==> config.mk <==
export PLATFORM = sky130hd
export DESIGN_NAME = rx_link_ctrl
export DESIGN_NICKNAME = d
export VERILOG_FILES = /design/src/rtl/rx_link_ctrl.sv
export SDC_FILE = /design/constraint.sdc
export NUM_CORES = 1
export LEC_CHECK = 0
export ABC_AREA = 1
export BUFFER_PORTS_ARGS = -buffer_cell sky130_fd_sc_hd__buf_2
export CORE_MARGIN = 10
export CORE_UTILIZATION = 36
export DETAILED_ROUTE_END_ITERATION = 12
export GPL_ROUTABILITY_DRIVEN = 0
export PLACE_DENSITY = 0.64
export SLEW_MARGIN = 20
export SYNTH_ARGS = -nofsm -noshare
export SYNTH_HDL_FRONTEND = slang
export SYNTH_SLANG_ARGS = --single-unit
==> constraint.sdc <==
create_clock -name clk -period 2.9 [get_ports clk]
set_input_delay 0.58 -clock clk [delete_from_list [all_inputs] [get_ports clk]]
set_output_delay 0.58 -clock clk [all_outputs]
set_load 0.1 [all_outputs]
==> src/rtl/rx_link_ctrl.sv <==
// rx_link_ctrl: sync-word hunt, frame verification/lock and aligned word output for the serial receive path.
// Optional macro RX_LINK_AUTO_POL_EN adds lock-on to a polarity-inverted stream (pol_inv).

module rx_link_ctrl #(
  parameter logic [15:0] SYNC_WORD    = 16'hF628,
  parameter int          FRAME_WORDS  = 8,
  parameter int          VERIFY_CNT   = 3,
  parameter int          LOSS_CNT     = 2,
  parameter int          HUNT_TIMEOUT = 1024
) (
  input  logic        clk,
  input  logic        rst,
  input  logic        bit_in,
  input  logic        bit_vld,
  input  logic        clr_err,
  output logic [15:0] word_out,
  output logic        word_vld,
  output logic        locked,
  output logic        bias_sel,
  output logic        pol_inv,
  output logic [7:0]  err_cnt
);

  localparam int WCW = $clog2(FRAME_WORDS);
  localparam int GW  = $clog2(VERIFY_CNT + 1);
  localparam int MW  = $clog2(LOSS_CNT + 1);
  localparam int TW  = $clog2(HUNT_TIMEOUT + 1);

  typedef enum logic [1:0] {
    HUNT   = 2'd0,
    VERIFY = 2'd1,
    LOCKED = 2'd2
  } state_t;

  state_t         state_q, state_d;
  logic [15:0]    sr_q, sr_d;
  logic [15:0]    word_out_q, word_out_d;
  logic [3:0]     bit_cnt_q, bit_cnt_d;
  logic [WCW-1:0] word_cnt_q, word_cnt_d;
  logic [GW-1:0]  good_q, good_d;
  logic [MW-1:0]  miss_q, miss_d;
  logic [TW-1:0]  tout_q, tout_d;
  logic [7:0]     err_cnt_q, err_cnt_d;
  logic           word_vld_q, word_vld_d;
  logic           locked_q, locked_d;
  logic           bias_sel_q, bias_sel_d;
  logic           pol_inv_q, pol_inv_d;

  logic [15:0]    sr_next;
  logic           sync_match, inv_match, boundary, sync_slot, drop_hunt;
  logic [WCW-1:0] word_cnt_inc;
  logic [GW-1:0]  good_inc;
  logic [MW-1:0]  miss_inc;

  assign sr_next    = {sr_q[14:0], bit_in ^ pol_inv_q};
  assign sync_match = (sr_next == SYNC_WORD);
`ifdef RX_LINK_AUTO_POL_EN
  assign inv_match  = (sr_next == ~SYNC_WORD);
`else
  assign inv_match  = 1'b0;
`endif
  assign boundary     = (bit_cnt_q == 4'd15);
  assign sync_slot    = (word_cnt_q == '0);
  assign word_cnt_inc = (word_cnt_q == WCW'(FRAME_WORDS - 1)) ? '0 : word_cnt_q + 1'b1;
  assign good_inc     = good_q + 1'b1;
  assign miss_inc     = miss_q + 1'b1;

  always_comb begin
    state_d    = state_q;
    sr_d       = sr_q;
    word_out_d = word_out_q;
    bit_cnt_d  = bit_cnt_q;
    word_cnt_d = word_cnt_q;
    good_d     = good_q;
    miss_d     = miss_q;
    tout_d     = tout_q;
    err_cnt_d  = err_cnt_q;
    word_vld_d = 1'b0;
    bias_sel_d = bias_sel_q;
    pol_inv_d  = pol_inv_q;
    drop_hunt  = 1'b0;

    if (bit_vld) begin
      sr_d      = sr_next;
      bit_cnt_d = bit_cnt_q + 4'd1;
      case (state_q)
        HUNT: begin
          // A true match outranks an inverted one, and any match suppresses the timeout toggle
          if (sync_match || inv_match) begin
            if (!sync_match) pol_inv_d = ~pol_inv_q;
            bit_cnt_d  = '0;
            word_cnt_d = WCW'(1);
            good_d     = GW'(1);
            miss_d     = '0;
            tout_d     = '0;
            state_d    = (VERIFY_CNT == 1) ? LOCKED : VERIFY;
          end else if (tout_q == TW'(HUNT_TIMEOUT - 1)) begin
            bias_sel_d = ~bias_sel_q;
            tout_d     = '0;
          end else begin
            tout_d = tout_q + 1'b1;
          end
        end
        VERIFY: begin
          if (boundary) begin
            word_cnt_d = word_cnt_inc;
            if (sync_slot) begin
              if (sync_match) begin
                good_d = good_inc;
                if (good_inc == GW'(VERIFY_CNT)) begin
                  state_d = LOCKED;
                  miss_d  = '0;
                end
              end else begin
                drop_hunt = 1'b1;
              end
            end
          end
        end
        LOCKED: begin
          if (boundary) begin
            word_cnt_d = word_cnt_inc;
            if (!sync_slot) begin
              word_out_d = sr_next;
              word_vld_d = 1'b1;
            end else if (sync_match) begin
              miss_d = '0;
            end else begin
              miss_d = miss_inc;
              if (err_cnt_q != 8'hFF) err_cnt_d = err_cnt_q + 8'd1;
              if (miss_inc == MW'(LOSS_CNT)) drop_hunt = 1'b1;
            end
          end
        end
        default: drop_hunt = 1'b1;
      endcase
    end

    if (drop_hunt) begin
      state_d    = HUNT;
      bit_cnt_d  = '0;
      word_cnt_d = '0;
      good_d     = '0;
      miss_d     = '0;
      tout_d     = '0;
    end

    if (clr_err) err_cnt_d = '0;
    locked_d = (state_d == LOCKED);
  end

  always_ff @(posedge clk or posedge rst) begin
    if (rst) begin
      state_q    <= HUNT;
      sr_q       <= '0;
      word_out_q <= '0;
      bit_cnt_q  <= '0;
      word_cnt_q <= '0;
      good_q     <= '0;
      miss_q     <= '0;
      tout_q     <= '0;
      err_cnt_q  <= '0;
      word_vld_q <= 1'b0;
      locked_q   <= 1'b0;
      bias_sel_q <= 1'b0;
      pol_inv_q  <= 1'b0;
    end else begin
      state_q    <= state_d;
      sr_q       <= sr_d;
      word_out_q <= word_out_d;
      bit_cnt_q  <= bit_cnt_d;
      word_cnt_q <= word_cnt_d;
      good_q     <= good_d;
      miss_q     <= miss_d;
      tout_q     <= tout_d;
      err_cnt_q  <= err_cnt_d;
      word_vld_q <= word_vld_d;
      locked_q   <= locked_d;
      bias_sel_q <= bias_sel_d;
      pol_inv_q  <= pol_inv_d;
    end
  end

  assign word_out = word_out_q;
  assign word_vld = word_vld_q;
  assign locked   = locked_q;
  assign bias_sel = bias_sel_q;
  assign pol_inv  = pol_inv_q;
  assign err_cnt  = err_cnt_q;

endmodule

==> impl_metrics.toml, run 1 <==
[outcome]
status = "finished, final reports clean"

[critical_path]
crit_chain = "inv_1, ha_1, inv_1, nor2_2, nand2_2, nor2_1, nand2_1, nand2_1, nand2_1, nand2_1, nand2_2, inv_1, nand3_1, o21ai_0"
crit_top_cell = "nand2_1"
slowest_delay_ns = 0.42
crit_type = "flop to flop"
path_buf_inv = 3
crit_family = "simple AND/OR/NAND/NOR gates"
crit_slowest_cell = "dfrtp_1"
critPathRequiredTime_ns = 3.16
start_kind = "flop"
cp-end-kind = "flop"
arrival_ns = 2.60
r2r-start = "word_cnt_q[0]"
crit_path_max_fanout = 16
rr_worst_depth = 14
timing.rr.end = "tout_q[5]"
r2r_slack_ns = 0.56

[place]
place_ws_ns = 0.520
hpwl_um = 5130
portBuffers = 31

[cells_and_area]
final_core_util = 0.420
diodes = 0
mostFrequentLayoutCell = "nand2_1"
nets = 472
area_growth_pct = 14.3
mostFrequentLayoutCells = "nand2_1, dfrtp_1, inv_1"
drive_gt1_frac = 0.143

[sta]
rsz0062_at_grt = "false"
tightest_slew_ns = 0.809
setup_ws_ns = 0.565
timing.fmax_mhz = 428
skew_ns = 0.0113
slew_headroom = 0.460
setup-tns-final_ns = 0
finalMaxSlewViolations = 0
min_period_ns = 2.34
period_share = 0.805
setup_viol = 0
finalHoldViolCount = 0

[yosys]
async_flop_share = 1.00
ys_seq_area_frac = 0.491
ys_seq_elements = 66
postSynthCellCount = 422
synth_flop_cell = "dfrtp_1"
synth_edf_count = 0
ys_warn_count = 0
synth.net_count = 438
synth_area_per_cell_um2 = 7.96
syn-cell-area_mm2 = 0.00336
yosysUniqueCellTypes = 36

[floorplan]
die-area_mm2 = 0.0136
die_w_um = 117
initial_core_util = 0.367
rows = 35
ioPinCount = 33
core-area_mm2 = 0.00915
die_y_um = 117

[detailed_routing]
drt-met1-wl_um = 3310
drt_iter0_markers = 153
ant_nets = 0
firstDrtPassIters = 5
drc = 0
top_layer = "met4"
wl_met2_um = 3230
wirelength_um = 7010
routed-wl-met3_um = 367
vias = 2738
vias_per_cell = 4.79
wire_per_inst_um = 12.3

[cts]
cts-root-buf = "clkbuf_8"
cts_resized = 0
cts_num_sinks = 66
cts_buffers = 9
cts.htree.levels = 3
postCtsSetupRepairBufs = 0
tritoncts = "yes"
cts_buffer_depth = 2
cts_hold_buf = 0
clock_latency_ns = 0.34
clk_pin_slew_ns = 0.08

[pwr]
switchingPower_w = 0.000614
seq_power_share = 0.508
netSwitchingFraction = 0.287
power.density_mw_per_mm2 = 557
cell_internal_pwr_w = 0.00153
irDropWorstVdd_uv = 244
comb_power_share = 0.114
clkPwrFrac = 0.378
p_leak_nw = 1.93

[grt]
grtUsageTotal = 0.112
grt_antenna_before_repair = 0
grt_max_degree = 37
grt_pass1_vias = 2663
grt-ovfl-total = 0
grt_pass1_wl_um = 12200

[min_path]
min_path_type = "input pin to asynchronous set/reset pin"

[flow_run]
maxCapViolCount = 0
## registers in the layout (all words and copies together) (netlist names)
register,count
word_out,16
sr_q,15
tout_q,11
err_cnt,8
bit_cnt_q,4
word_cnt_q,3
good_q,2
miss_q,2
state_q,2
bias_sel,1
locked,1
word_vld,1
## power groups by stage
stage / Combinational (W) / Sequential [W] / Clock [W]
floorplan: 0.000198 / 0.00108 / 0
global placement: 0.000239 / 0.00110 / 0
detailed placement: 0.000247 / 0.00110 / 0
CTS: 0.000249 / 0.00109 / 0.000835
global route: 0.000292 / 0.00110 / 0.000871
finish: 0.000243 / 0.00109 / 0.000810
## per-stage QoR
stage,cell area [um2],power [W],cells,hold WS (ns)
floorplan,3360,0.00128,422,0.442
global placement,3630,0.00134,556,0.459
detailed placement,3630,0.00135,556,0.458
CTS,3840,0.00217,572,0.380
global route,3840,0.00227,572,0.423
finish,3840,0.00214,572,0.364
## kinds of logic after synthesis
kind of cell	count (synthesis)	share of synthesized area
simple gates	205	0.263
compound gates	66	0.106
flops	66	0.491
buf+inv	66	0.0778
fa+ha+maj	11	0.0410
xor+xnor	6	0.0156
other cells	1	0.00112
mux	1	0.00335
## how the worst max path moves through the flow
stage / start / to / cells past startpoint
2_1_floorplan: err_cnt[1] / err_cnt[7] / 10
3_3_place_gp: bit_in / tout_q[5] / 13
3_5_place_dp: bit_in / tout_q[5] / 13
4_1_cts: word_cnt_q[0] / tout_q[5] / 14
5_1_grt: word_cnt_q[1] / tout_q[5] / 14
6_report: word_cnt_q[0] / tout_q[5] / 14
## cell type report
cell class	count	area, um2
sequential	66	1650
inverter	56	210
timing repair buffer	33	183
fill	953	5310
clock buffer	10	138
tap	111	139
clock inverter	6	72.6
multi-input combinational	290	1450
## metal layers
| metal | vias up | global-route usage |
|---|---|---|
| met2 | 48 | 0.184 |
| met3 | 9 | 0.0344 |
| met4 | 0 | 0.0445 |
| met5 | - | 0 |
| li1 | 1413 | - |
| met1 | 1268 | 0.133 |
## cell usage after synthesis (all sizes together) (2+ instances only)
| cell | instances | area [um2] |
|---|---|---|
| a21boi | 2 | 15.0 |
| a21oi | 5 | 25.0 |
| buf | 4 | 28.8 |
| clkbuf | 6 | 22.5 |
| dfrtp | 66 | 1650 |
| ha | 11 | 138 |
| inv | 56 | 210 |
| nand2 | 114 | 448 |
| nand3 | 23 | 120 |
| nand4 | 5 | 31.3 |
| nor2 | 48 | 205 |
| nor3 | 12 | 60.1 |
| o21a | 2 | 15.0 |
| o21ai | 51 | 259 |
| o31ai | 2 | 15.0 |
| xor2 | 5 | 43.8 |
Note: power is estimated with default switching activity, not from simulation.
==> inputs of run 2 (changes only) <==
--- a/config.mk
+++ b/config.mk
@@ -11,7 +11,7 @@
 export CORE_UTILIZATION = 36
 export DETAILED_ROUTE_END_ITERATION = 12
 export GPL_ROUTABILITY_DRIVEN = 0
-export PLACE_DENSITY = 0.64
+export PLACE_DENSITY = 0.66
 export SLEW_MARGIN = 20
 export SYNTH_ARGS = -nofsm -noshare
 export SYNTH_HDL_FRONTEND = slang
==> constraint.sdc (replaced) <==
create_clock -name clk -period 2.1 [get_ports clk]
set_input_delay 0.42 -clock clk [delete_from_list [all_inputs] [get_ports clk]]
set_output_delay 0.42 -clock clk [all_outputs]
set_load 0.1 [all_outputs]
==> impl_metrics.toml, run 2 (same netlist as run 1, synthesis figures left out) <==
[outcome]
status = "finished, final reports clean"

[detailed_routing]
drc = 0
vias_per_cell = 4.82
firstDrtPassIters = 4
drt_iter0_markers = 181
vias = 2841
wire_per_inst_um = 12.4
ant_nets = 0
wirelength_um = 7330

[cts]
cts-root-buf = "clkbuf_8"
cts_hold_buf = 0
clock_latency_ns = 0.35
tritoncts = "yes"
cts_num_sinks = 66
cts.htree.levels = 3
clk_pin_slew_ns = 0.08
cts_buffer_depth = 2
cts_buffers = 9

[sta]
min_period_ns = 2.00
finalHoldViolCount = 0
setup_viol = 0
period_share = 0.954
rsz0062_at_grt = "true"
finalMaxSlewViolations = 0
setup-tns-final_ns = 0
holdWs_ns = 0.160
skew_ns = 0.0120
timing.fmax_mhz = 499

[grt]
grt_antenna_before_repair = 0
grt_pass1_vias = 2790
grt_pass1_wl_um = 12500
grt_max_degree = 38
grt-ovfl-total = 0
grtUsageTotal = 0.114

[cells_and_area]
nets = 489
drive_gt1_frac = 0.201
mostFrequentLayoutCells = "nand2_1, dfrtp_1, inv_1"
diodes = 0
largest_reg_flops = 16
mostFrequentLayoutCell = "nand2_1"
area_growth_pct = 19.7

[critical_path]
start_kind = "flop"
arrival_ns = 2.30
crit_path_max_fanout = 5
critPathRequiredTime_ns = 2.39
crit_type = "flop to flop"
cp-end-kind = "flop"

[floorplan]
core-area_mm2 = 0.00915
die_y_um = 117
ioPinCount = 33
die-area_mm2 = 0.0136
rows = 35
die_w_um = 117
initial_core_util = 0.367

[place]
portBuffers = 31
hpwl_um = 5290

[pwr]
power.density_mw_per_mm2 = 769
irDropWorstVdd_uv = 346
p_leak_nw = 1.99

[min_path]
min_path_type = "input pin to asynchronous set/reset pin"

[flow_run]
maxCapViolCount = 0
==> run 2: cell types whose count changed in the layout (fill, tap and decap cells not counted), moves of 3 or more <==
cell	delta
buf_4	+15
dfrtp_1	-5
dfrtp_2	+5
nor2_1	-3
==> run 2: path summary, 6_finish.rpt <==
kind / start / to / slack [ns] / depth (start not counted)
max: word_cnt_q[0] / miss_q[0] / 0.1 / 16
min: rst / sr_q[7] / 0.16 / 3
max reg2reg: word_cnt_q[0] / miss_q[0] / 0.1 / 16
min reg2reg: word_out[15] / word_out[15] / 0.48 / 2
max in group asynchronous: rst / tout_q[0] / 1.55 / 3
min in group clk: clr_err / err_cnt[2] / 0.28 / 2
==> run 2: final cells by class <==
cell class	instances	area [um2]
Fill cell	902	5130
Sequential cell	66	1660
Multi-Input combinational cell	290	1490
Timing Repair Buffer	50	303
Inverter	56	214
Tap cell	111	139
Clock buffer	9	124
Clock inverter	7	101
==> run 2: power breakdown <==
| group | internal [W] | leakage [nW] | switching [W] | total [W] |
|---|---|---|---|---|
| clock network | 0.000678 | 0.106 | 0.000542 | 0.00122 |
| registers | 0.00139 | 0.874 | 0.000112 | 0.00150 |
| logic | 0.000148 | 1.01 | 0.000226 | 0.000374 |
==> run 2: worst max-delay path: stages, from the launching register on <==
cell     delay [ns]
dfrtp_1        0.41
inv_1          0.07
ha_2           0.16
inv_2          0.04
nor2_4         0.14
nand2_2        0.07
nor2_2         0.12
nand2_1        0.07
nand2_1        0.09
nand2_2        0.07
buf_6          0.15
nand3_4        0.06
nand2_2        0.07
nor2_4         0.19
buf_4          0.14
nand3_1        0.05
nand2_1        0.06
==> run 2: layer usage <==
metal	global-route usage	up-vias	part of all wire
met3	0.0370	11	0.048
li1	-	1447	-
met5	0	-	0
met2	0.179	46	0.46
met4	0.0404	0	0.014
met1	0.143	1337	0.47
==> run 2: what timing repair did <==
item / CTS / global route
endpoints found under the setup margin: 0 / 22
gates resized for setup: 0 / 14
setup buffers: 0 / 10
==> run 2: through the flow <==
stage	cells	util	cell area (um2)	setup WS (ns)	total power (W)
after global routing	589	0.440	4020	-0.0782	0.00326
after global placement	562	0.401	3670	0.0818	0.00185
after CTS	578	0.426	3900	0.0252	0.00309
after floorplan	422	-	3370	0.0500	0.00177
after detailed placement	562	0.401	3670	0.0419	0.00187
final	589	0.440	4020	0.0960	0.00309
